[config.mk]
export PLATFORM = sky130hd
export DESIGN_NAME = alu_seq
export DESIGN_NICKNAME = d
export VERILOG_FILES = /design/src/rtl/alu_seq.sv
export SDC_FILE = /design/constraint.sdc
export NUM_CORES = 1
export LEC_CHECK = 0
export CORE_MARGIN = 2
export CORE_UTILIZATION = 66
export CTS_CLUSTER_SIZE = 28
export DETAILED_ROUTE_END_ITERATION = 12
export PLACE_DENSITY_LB_ADDON = 0.25
export SYNTH_ARGS = -nofsm -noshare
export SYNTH_HDL_FRONTEND = slang
export SYNTH_SLANG_ARGS = --single-unit
[constraint.sdc]
create_clock -name clk -period 7.5 [get_ports clk]
set_input_delay 1.875 -clock clk [delete_from_list [all_inputs] [get_ports clk]]
set_output_delay 1.875 -clock clk [all_outputs]
set_load 0.02 [all_outputs]
[src/rtl/alu_seq.sv]
// Sequential ALU: single-cycle logic/arithmetic with a stored-carry chain,
// a shift-add multiplier and bit-serial shifts behind a start/busy/done handshake.
module alu_seq #(
  parameter  int WIDTH = 8,
  localparam int SHW   = $clog2(WIDTH)
) (
  input  logic             clk,
  input  logic             reset_n,
  input  logic             start,
  input  logic [3:0]       op,
  input  logic [WIDTH-1:0] a,
  input  logic [WIDTH-1:0] b,
  output logic             busy,
  output logic             done,
  output logic [WIDTH-1:0] result,
  output logic             c,
  output logic             n,
  output logic             z,
  output logic             v
);

  localparam int CW = SHW + 1;

  typedef enum logic [1:0] {ST_IDLE, ST_MUL, ST_SHF} state_e;

  typedef enum logic [3:0] {
    OP_NOTA = 4'd0,  OP_NOTB = 4'd1,  OP_AND = 4'd2,  OP_OR   = 4'd3,
    OP_XOR  = 4'd4,  OP_XNOR = 4'd5,  OP_ADD = 4'd6,  OP_SUB  = 4'd7,
    OP_ADC  = 4'd8,  OP_SBC  = 4'd9,  OP_MUL = 4'd10, OP_LSL  = 4'd11,
    OP_LSR  = 4'd12, OP_ASR  = 4'd13, OP_R14 = 4'd14, OP_R15  = 4'd15
  } op_e;

  state_e             state_q, state_d;
  op_e                sh_op_q, sh_op_d;
  logic [CW-1:0]      cnt_q, cnt_d;
  logic [2*WIDTH-1:0] acc_q, acc_d, mcand_q, mcand_d;
  logic [WIDTH-1:0]   mplier_q, mplier_d, sh_q, sh_d;
  logic [WIDTH-1:0]   result_q, result_d;
  logic               c_q, c_d, n_q, n_d, z_q, z_d, v_q, v_d, done_q, done_d;

  logic               commit, c_new, v_new, cin, c_into_msb, sh_bit;
  logic [WIDTH-1:0]   res_new, b_x, sh_next;
  logic [WIDTH:0]     sum;
  logic [2*WIDTH-1:0] acc_next;

  // NOTE: every always_comb output gets a default first, so no path can infer a latch.
  always_comb begin
    state_d  = state_q;
    sh_op_d  = sh_op_q;
    cnt_d    = cnt_q;
    acc_d    = acc_q;
    mcand_d  = mcand_q;
    mplier_d = mplier_q;
    sh_d     = sh_q;
    result_d = result_q;
    c_d      = c_q;
    n_d      = n_q;
    z_d      = z_q;
    v_d      = v_q;
    done_d   = 1'b0;
    commit   = 1'b0;
    res_new  = a;
    c_new    = 1'b0;
    v_new    = 1'b0;

    // SUB/SBC add the inverted operand; ADC/SBC chain in the current carry flag.
    b_x = (op == OP_SUB || op == OP_SBC) ? ~b : b;
    case (op)
      OP_SUB:         cin = 1'b1;
      OP_ADC, OP_SBC: cin = c_q;
      default:        cin = 1'b0;
    endcase
    sum        = {1'b0, a} + {1'b0, b_x} + {{WIDTH{1'b0}}, cin};
    c_into_msb = a[WIDTH-1] ^ b_x[WIDTH-1] ^ sum[WIDTH-1];

    acc_next = acc_q + (mplier_q[0] ? mcand_q : '0);

    case (sh_op_q)
      OP_LSL: begin
        sh_next = {sh_q[WIDTH-2:0], 1'b0};
        sh_bit  = sh_q[WIDTH-1];
      end
      OP_LSR: begin
        sh_next = {1'b0, sh_q[WIDTH-1:1]};
        sh_bit  = sh_q[0];
      end
      default: begin
        sh_next = {sh_q[WIDTH-1], sh_q[WIDTH-1:1]};
        sh_bit  = sh_q[0];
      end
    endcase

    case (state_q)
      ST_IDLE: begin
        if (start) begin
          case (op_e'(op))
            OP_NOTA: begin commit = 1'b1; res_new = ~a;       end
            OP_NOTB: begin commit = 1'b1; res_new = ~b;       end
            OP_AND:  begin commit = 1'b1; res_new = a & b;    end
            OP_OR:   begin commit = 1'b1; res_new = a | b;    end
            OP_XOR:  begin commit = 1'b1; res_new = a ^ b;    end
            OP_XNOR: begin commit = 1'b1; res_new = ~(a ^ b); end
            OP_ADD, OP_SUB, OP_ADC, OP_SBC: begin
              commit  = 1'b1;
              res_new = sum[WIDTH-1:0];
              c_new   = sum[WIDTH];
              v_new   = c_into_msb ^ sum[WIDTH];
            end
            OP_MUL: begin
              state_d  = ST_MUL;
              acc_d    = '0;
              mcand_d  = {{WIDTH{1'b0}}, a};
              mplier_d = b;
              cnt_d    = CW'(WIDTH);
            end
            OP_LSL, OP_LSR, OP_ASR: begin
              if (b[SHW-1:0] == '0) begin
                commit = 1'b1;
              end else begin
                state_d = ST_SHF;
                sh_d    = a;
                sh_op_d = op_e'(op);
                cnt_d   = {1'b0, b[SHW-1:0]};
              end
            end
            default: commit = 1'b1;
          endcase
        end
      end
      ST_MUL: begin
        acc_d    = acc_next;
        mcand_d  = mcand_q << 1;
        mplier_d = mplier_q >> 1;
        cnt_d    = cnt_q - CW'(1);
        if (cnt_q == CW'(1)) begin
          state_d = ST_IDLE;
          commit  = 1'b1;
          res_new = acc_next[WIDTH-1:0];
          c_new   = |acc_next[2*WIDTH-1:WIDTH];
        end
      end
      ST_SHF: begin
        sh_d  = sh_next;
        cnt_d = cnt_q - CW'(1);
        if (cnt_q == CW'(1)) begin
          state_d = ST_IDLE;
          commit  = 1'b1;
          res_new = sh_next;
          c_new   = sh_bit;
        end
      end
      default: state_d = ST_IDLE;
    endcase

    if (commit) begin
      result_d = res_new;
      c_d      = c_new;
      v_d      = v_new;
      n_d      = res_new[WIDTH-1];
      z_d      = (res_new == '0);
      done_d   = 1'b1;
    end
  end

  // NOTE: sequential state uses non-blocking assignments so all flops update together.
  always_ff @(posedge clk or negedge reset_n) begin
    if (!reset_n) begin
      state_q  <= ST_IDLE;
      sh_op_q  <= OP_LSL;
      cnt_q    <= '0;
      acc_q    <= '0;
      mcand_q  <= '0;
      mplier_q <= '0;
      sh_q     <= '0;
      result_q <= '0;
      c_q      <= 1'b0;
      n_q      <= 1'b0;
      z_q      <= 1'b0;
      v_q      <= 1'b0;
      done_q   <= 1'b0;
    end else begin
      state_q  <= state_d;
      sh_op_q  <= sh_op_d;
      cnt_q    <= cnt_d;
      acc_q    <= acc_d;
      mcand_q  <= mcand_d;
      mplier_q <= mplier_d;
      sh_q     <= sh_d;
      result_q <= result_d;
      c_q      <= c_d;
      n_q      <= n_d;
      z_q      <= z_d;
      v_q      <= v_d;
      done_q   <= done_d;
    end
  end

  assign busy   = (state_q != ST_IDLE);
  assign done   = done_q;
  assign result = result_q;
  assign c      = c_q;
  assign n      = n_q;
  assign z      = z_q;
  assign v      = v_q;

endmodule

==> out/results.txt <==
After synthesis, the most frequently instantiated cells are sky130_fd_sc_hd__nand2_1, sky130_fd_sc_hd__o21ai_0, sky130_fd_sc_hd__dfrtp_1, sky130_fd_sc_hd__nor2_1, sky130_fd_sc_hd__ha_1. The unique cell type count in the Yosys netlist is 81. The average wire length per cell after detail routing was 19.88 µm. The logs give 0 for the number of setup buffers added after CTS and 68.53% for the initial core utilization.

The count of cells in the finished layout, fillers not included, comes to 847. Once the clock tree was built, the resizer swapped 0 gates to a different size. In this run the static leakage power is 0.002901 µW. The synthesized area divided by synthesized cell count works out to 8.365 µm². The length in cells of the worst reg-to-reg path was 10. The first detailed-routing pass took 9 iterations. The run finished with clean final reports. The run gives 2114 µW as the total power consumption of the routed design. Clock tree root driver cell: sky130_fd_sc_hd__clkbuf_8.

At the worst endpoint, the required time is 7740 ps. The clock edge transition at the registers on the reported setup and hold paths came out at 80 ps. After synthesis, the largest area contributor takes up 27.92% of total cell area. Counting tap cells, the placed design contains a total of 831 instances.

The count of nets left with antenna violations once routing finished came out at 0. The final weighted congestion in routability-driven placement is 1.104. Die boundary width: 99.39 µm. The number of pins exceeding their max-slew limit in the final report is 0.

The startpoint type of the worst setup path was an input port. The worst path needs 5969 ps of the cycle, external delays included. The critical-path cell with the highest stage delay is sky130_fd_sc_hd__or3b_2. The final clock skew was 11.34 ps; the routed via count divided by cell count was 6.733. In this run, post-CTS hold repair placed 0 buffers.

The top fanout value on the critical path is 20. The growth of design area from synthesis to finish works out to 9.562%. The final worst hold slack was 484.9 ps. During synthesis, Yosys emitted a total of 0 warnings.

In the post-synthesis netlist, the cell with the most instances is sky130_fd_sc_hd__nand2_1. At the pin with the least slew margin, the transition time is 889.4 ps. In the post-synthesis netlist, the biggest area contributors are sky130_fd_sc_hd__dfrtp_1, sky130_fd_sc_hd__ha_1, sky130_fd_sc_hd__o21ai_0, sky130_fd_sc_hd__nand2_1, sky130_fd_sc_hd__mux2i_1.

The highest metal layer with signal wires was met4. For the violation count after the first detailed-routing iteration, the log shows 517. The count of endpoints failing setup in the final report was 0. The critical path contains buffers and inverters numbering 2 combined.

The fraction of final layout cells with drive strength greater than 1 came out at 8.660%. The number of placement rows is 34, and the y dimension of the die is 99.39 µm. The detailed-placement wirelength estimate is 12100 µm. Setup repair after global routing left no endpoint under its margin. For the final routed database, the setup TNS stands at 0 ps. After detailed routing, the total wire length is 16840 µm. At the end of the flow the core is filled with cells to 75.09%. The kind of cell with the highest combined delay along the critical path is compound AO/OA/AOI/OAI gates. The worst register-to-register path begins at mplier_q[0]. The logs give 27470 µm for the global-route wire length before repair and 0.008763 mm² for the placeable core region. The tools report the beginning of the worst hold path as mplier_q[4]. The H-tree was split into 3 levels.

For the via count of the routed design, the log shows 5703. The number of antenna violations at the first check in global routing was 0; the number of top-level pins was 37. Dividing the final minimum period by the clock period gives 79.58%.

For this design the ratio of total power to cell area is 321.2 mW/mm². The total global routing overflow was 0. For this run, design rule violations remaining after detail routing come to 0. The clock network latency to the later pin of the worst-skew pair was 350 ps. The routed design uses 1557 µm of met3 wire. The total nets after synthesis came out at 788. Counting flops with a built-in enable in the synthesized netlist gives 0.

The count of buffers added on input and output ports is 36. The minimum setup slack among reg-to-reg paths was 3640 ps. The tools report the largest net degree at the start of global routing as 71. The cell that appears most often on the critical path is sky130_fd_sc_hd__nand2_1.

Synthesis inferred 70 register bits. The maximum buffer depth of the clock tree was 2; the clock net sink count was 70. For the instance count of the mapped netlist, the log shows 718.

For the wire length on met1, the log shows 7109 µm. The worst hold path was traced through 2 stages. In this run the tightest slew margin relative to its limit is 40.08%. The critical path goes through clkdlybuf4s50_1, buf_4, or3b_2, nand2_1, nand2_1, xnor2_1, fa_1, a211o_1, o211a_1, o311a_1, a2111oi_0, a211oi_1, o32a_1, o41ai_2.

Counting flops with an async set or reset pin after synthesis yields a share of 100.0%. The kind of critical path was in2reg. On the worst path, the slowest cell contributes a delay of 490 ps.

The number of endpoints with negative hold slack in the final report is 0. The tools report the element type at the critical path end as a register. Of all cell types, the one taking the most synthesized area is sky130_fd_sc_hd__dfrtp_1. The repair_antennas step left the layout with diodes totalling 0.

The maximum clock rate is 167.5 MHz. TritonCTS built the clock tree. The logs give 9 for the CTS buffer count and 0.006006 mm² for the cell area after synthesis. The min-delay analysis places its worst path in the category reg2reg. Across every metal layer, demand over resource in global routing totals 34.77%. Data arrives at the worst endpoint at 6210 ps. The worst-case IR drop observed on VDD is 0.0002445 V.

The die covers 0.009878 mm². The path with the worst hold slack has its endpoint at mplier_q[4]. The top flip-flop cell by instance count after synthesis was sky130_fd_sc_hd__dfrtp_1. The routed design uses 7616 µm of met2 wire. Of the synthesized area, sequential elements account for 29.23%. For this run, the post-layout net count is 804.

Number of global-route vias before repair: 5375. The tool flagged a number of max-cap violations equal to 0. The endpoint identified for the worst register-to-register timing path is z.
==> stage by stage <==
step	cell area [µm²]	setup WS, ps
after floorplan	6006	2188
after global placement	6390	1393
after detailed placement	6390	1258
after CTS	6580	1596
after global routing	6580	1241
final	6580	1531
==> layout by cell type (no fill, tap or decap), types with 9 or more instances in the layout <==
master / count
sky130_fd_sc_hd__dfrtp_1: 67
sky130_fd_sc_hd__nand2b_1: 11
sky130_fd_sc_hd__nor2_1: 45
sky130_fd_sc_hd__o21ai_0: 70
sky130_fd_sc_hd__xnor2_1: 18
sky130_fd_sc_hd__clkdlybuf4s50_1: 35
sky130_fd_sc_hd__nand3_1: 14
sky130_fd_sc_hd__clkbuf_8: 9
sky130_fd_sc_hd__nand2_1: 92
sky130_fd_sc_hd__nor3_1: 11
sky130_fd_sc_hd__and2_1: 23
sky130_fd_sc_hd__inv_1: 34
sky130_fd_sc_hd__mux2i_1: 27
sky130_fd_sc_hd__ha_1: 43
sky130_fd_sc_hd__mux2_2: 14
sky130_fd_sc_hd__nor2b_1: 9
sky130_fd_sc_hd__a21oi_1: 38
==> sequential cells by signal, indices dropped and copies added (netlist names) <==
register,flops
acc_q,16
mplier_q,8
result,8
sh_q,8
done,1
v,1
state_q,2
c,1
sh_op_q,4
cnt_q,4
mcand_q,16
z,1
==> where the power goes <==
group / leakage (µW) / switching [µW] / total [µW] / internal (µW)
Combinational: 0.00192 / 697 / 1150 / 457
Clock: 0.0000899 / 159 / 313 / 155
Sequential: 0.000892 / 121 / 646 / 525
Total: 0.00290 / 977 / 2110 / 1140
==> worst register-to-register path, stage by stage, from the launching register on <==
cell                       delay [ps]
sky130_fd_sc_hd__dfrtp_1          570
sky130_fd_sc_hd__and2_1           240
sky130_fd_sc_hd__ha_1             200
sky130_fd_sc_hd__fa_1             430
sky130_fd_sc_hd__a211oi_1         650
sky130_fd_sc_hd__nor4_1           120
sky130_fd_sc_hd__nor4_1           550
sky130_fd_sc_hd__a21oi_1          210
sky130_fd_sc_hd__nor3_1           270
sky130_fd_sc_hd__a22oi_1          160
sky130_fd_sc_hd__o41ai_2          340
==> logic make-up (layout without fill, tap and decap cells) <==
family	after synthesis	count (layout)	share of synthesized area [%]
muxes	42	42	7.500
xor gates and xnor gates	25	25	3.646
DFF	70	70	29.23
and+or+nand+nor	241	241	19.96
adders and majority gates	47	47	10.17
buffers and inverters	75	96	5.187
AOI/OAI and AO/OA	218	218	24.31
==> area by class of cell <==
| cell class | count | area (µm²) |
|---|---|---|
| Timing Repair Buffer | 43 | 407.9 |
| Multi-Input combinational cell | 573 | 3953 |
| Clock buffer | 11 | 131.4 |
| Tap cell | 108 | 135.1 |
| Clock inverter | 5 | 58.81 |
| Sequential cell | 70 | 1755 |
| Inverter | 37 | 138.9 |
| Fill cell | 668 | 2183 |
==> per-layer routing <==
metal  vias up  track usage, %
met4         0           11.59
li1       2630               -
met2       320           53.69
met3        56           5.973
met1      2697           49.82
met5         -               0
==> worst max path at each step <==
stage          depth (start not counted)  slack, ps  to  start
6_report                              14       1530   z  op[3]
5_1_grt                               14       1240   z  op[3]
2_1_floorplan                         13       2190   z  op[2]
4_1_cts                               14       1600   z  op[3]
3_3_place_gp                          14       1390   z  op[3]
3_5_place_dp                          14       1260   z  op[3]
No activity file was read; power rests on OpenSTA's default activity.
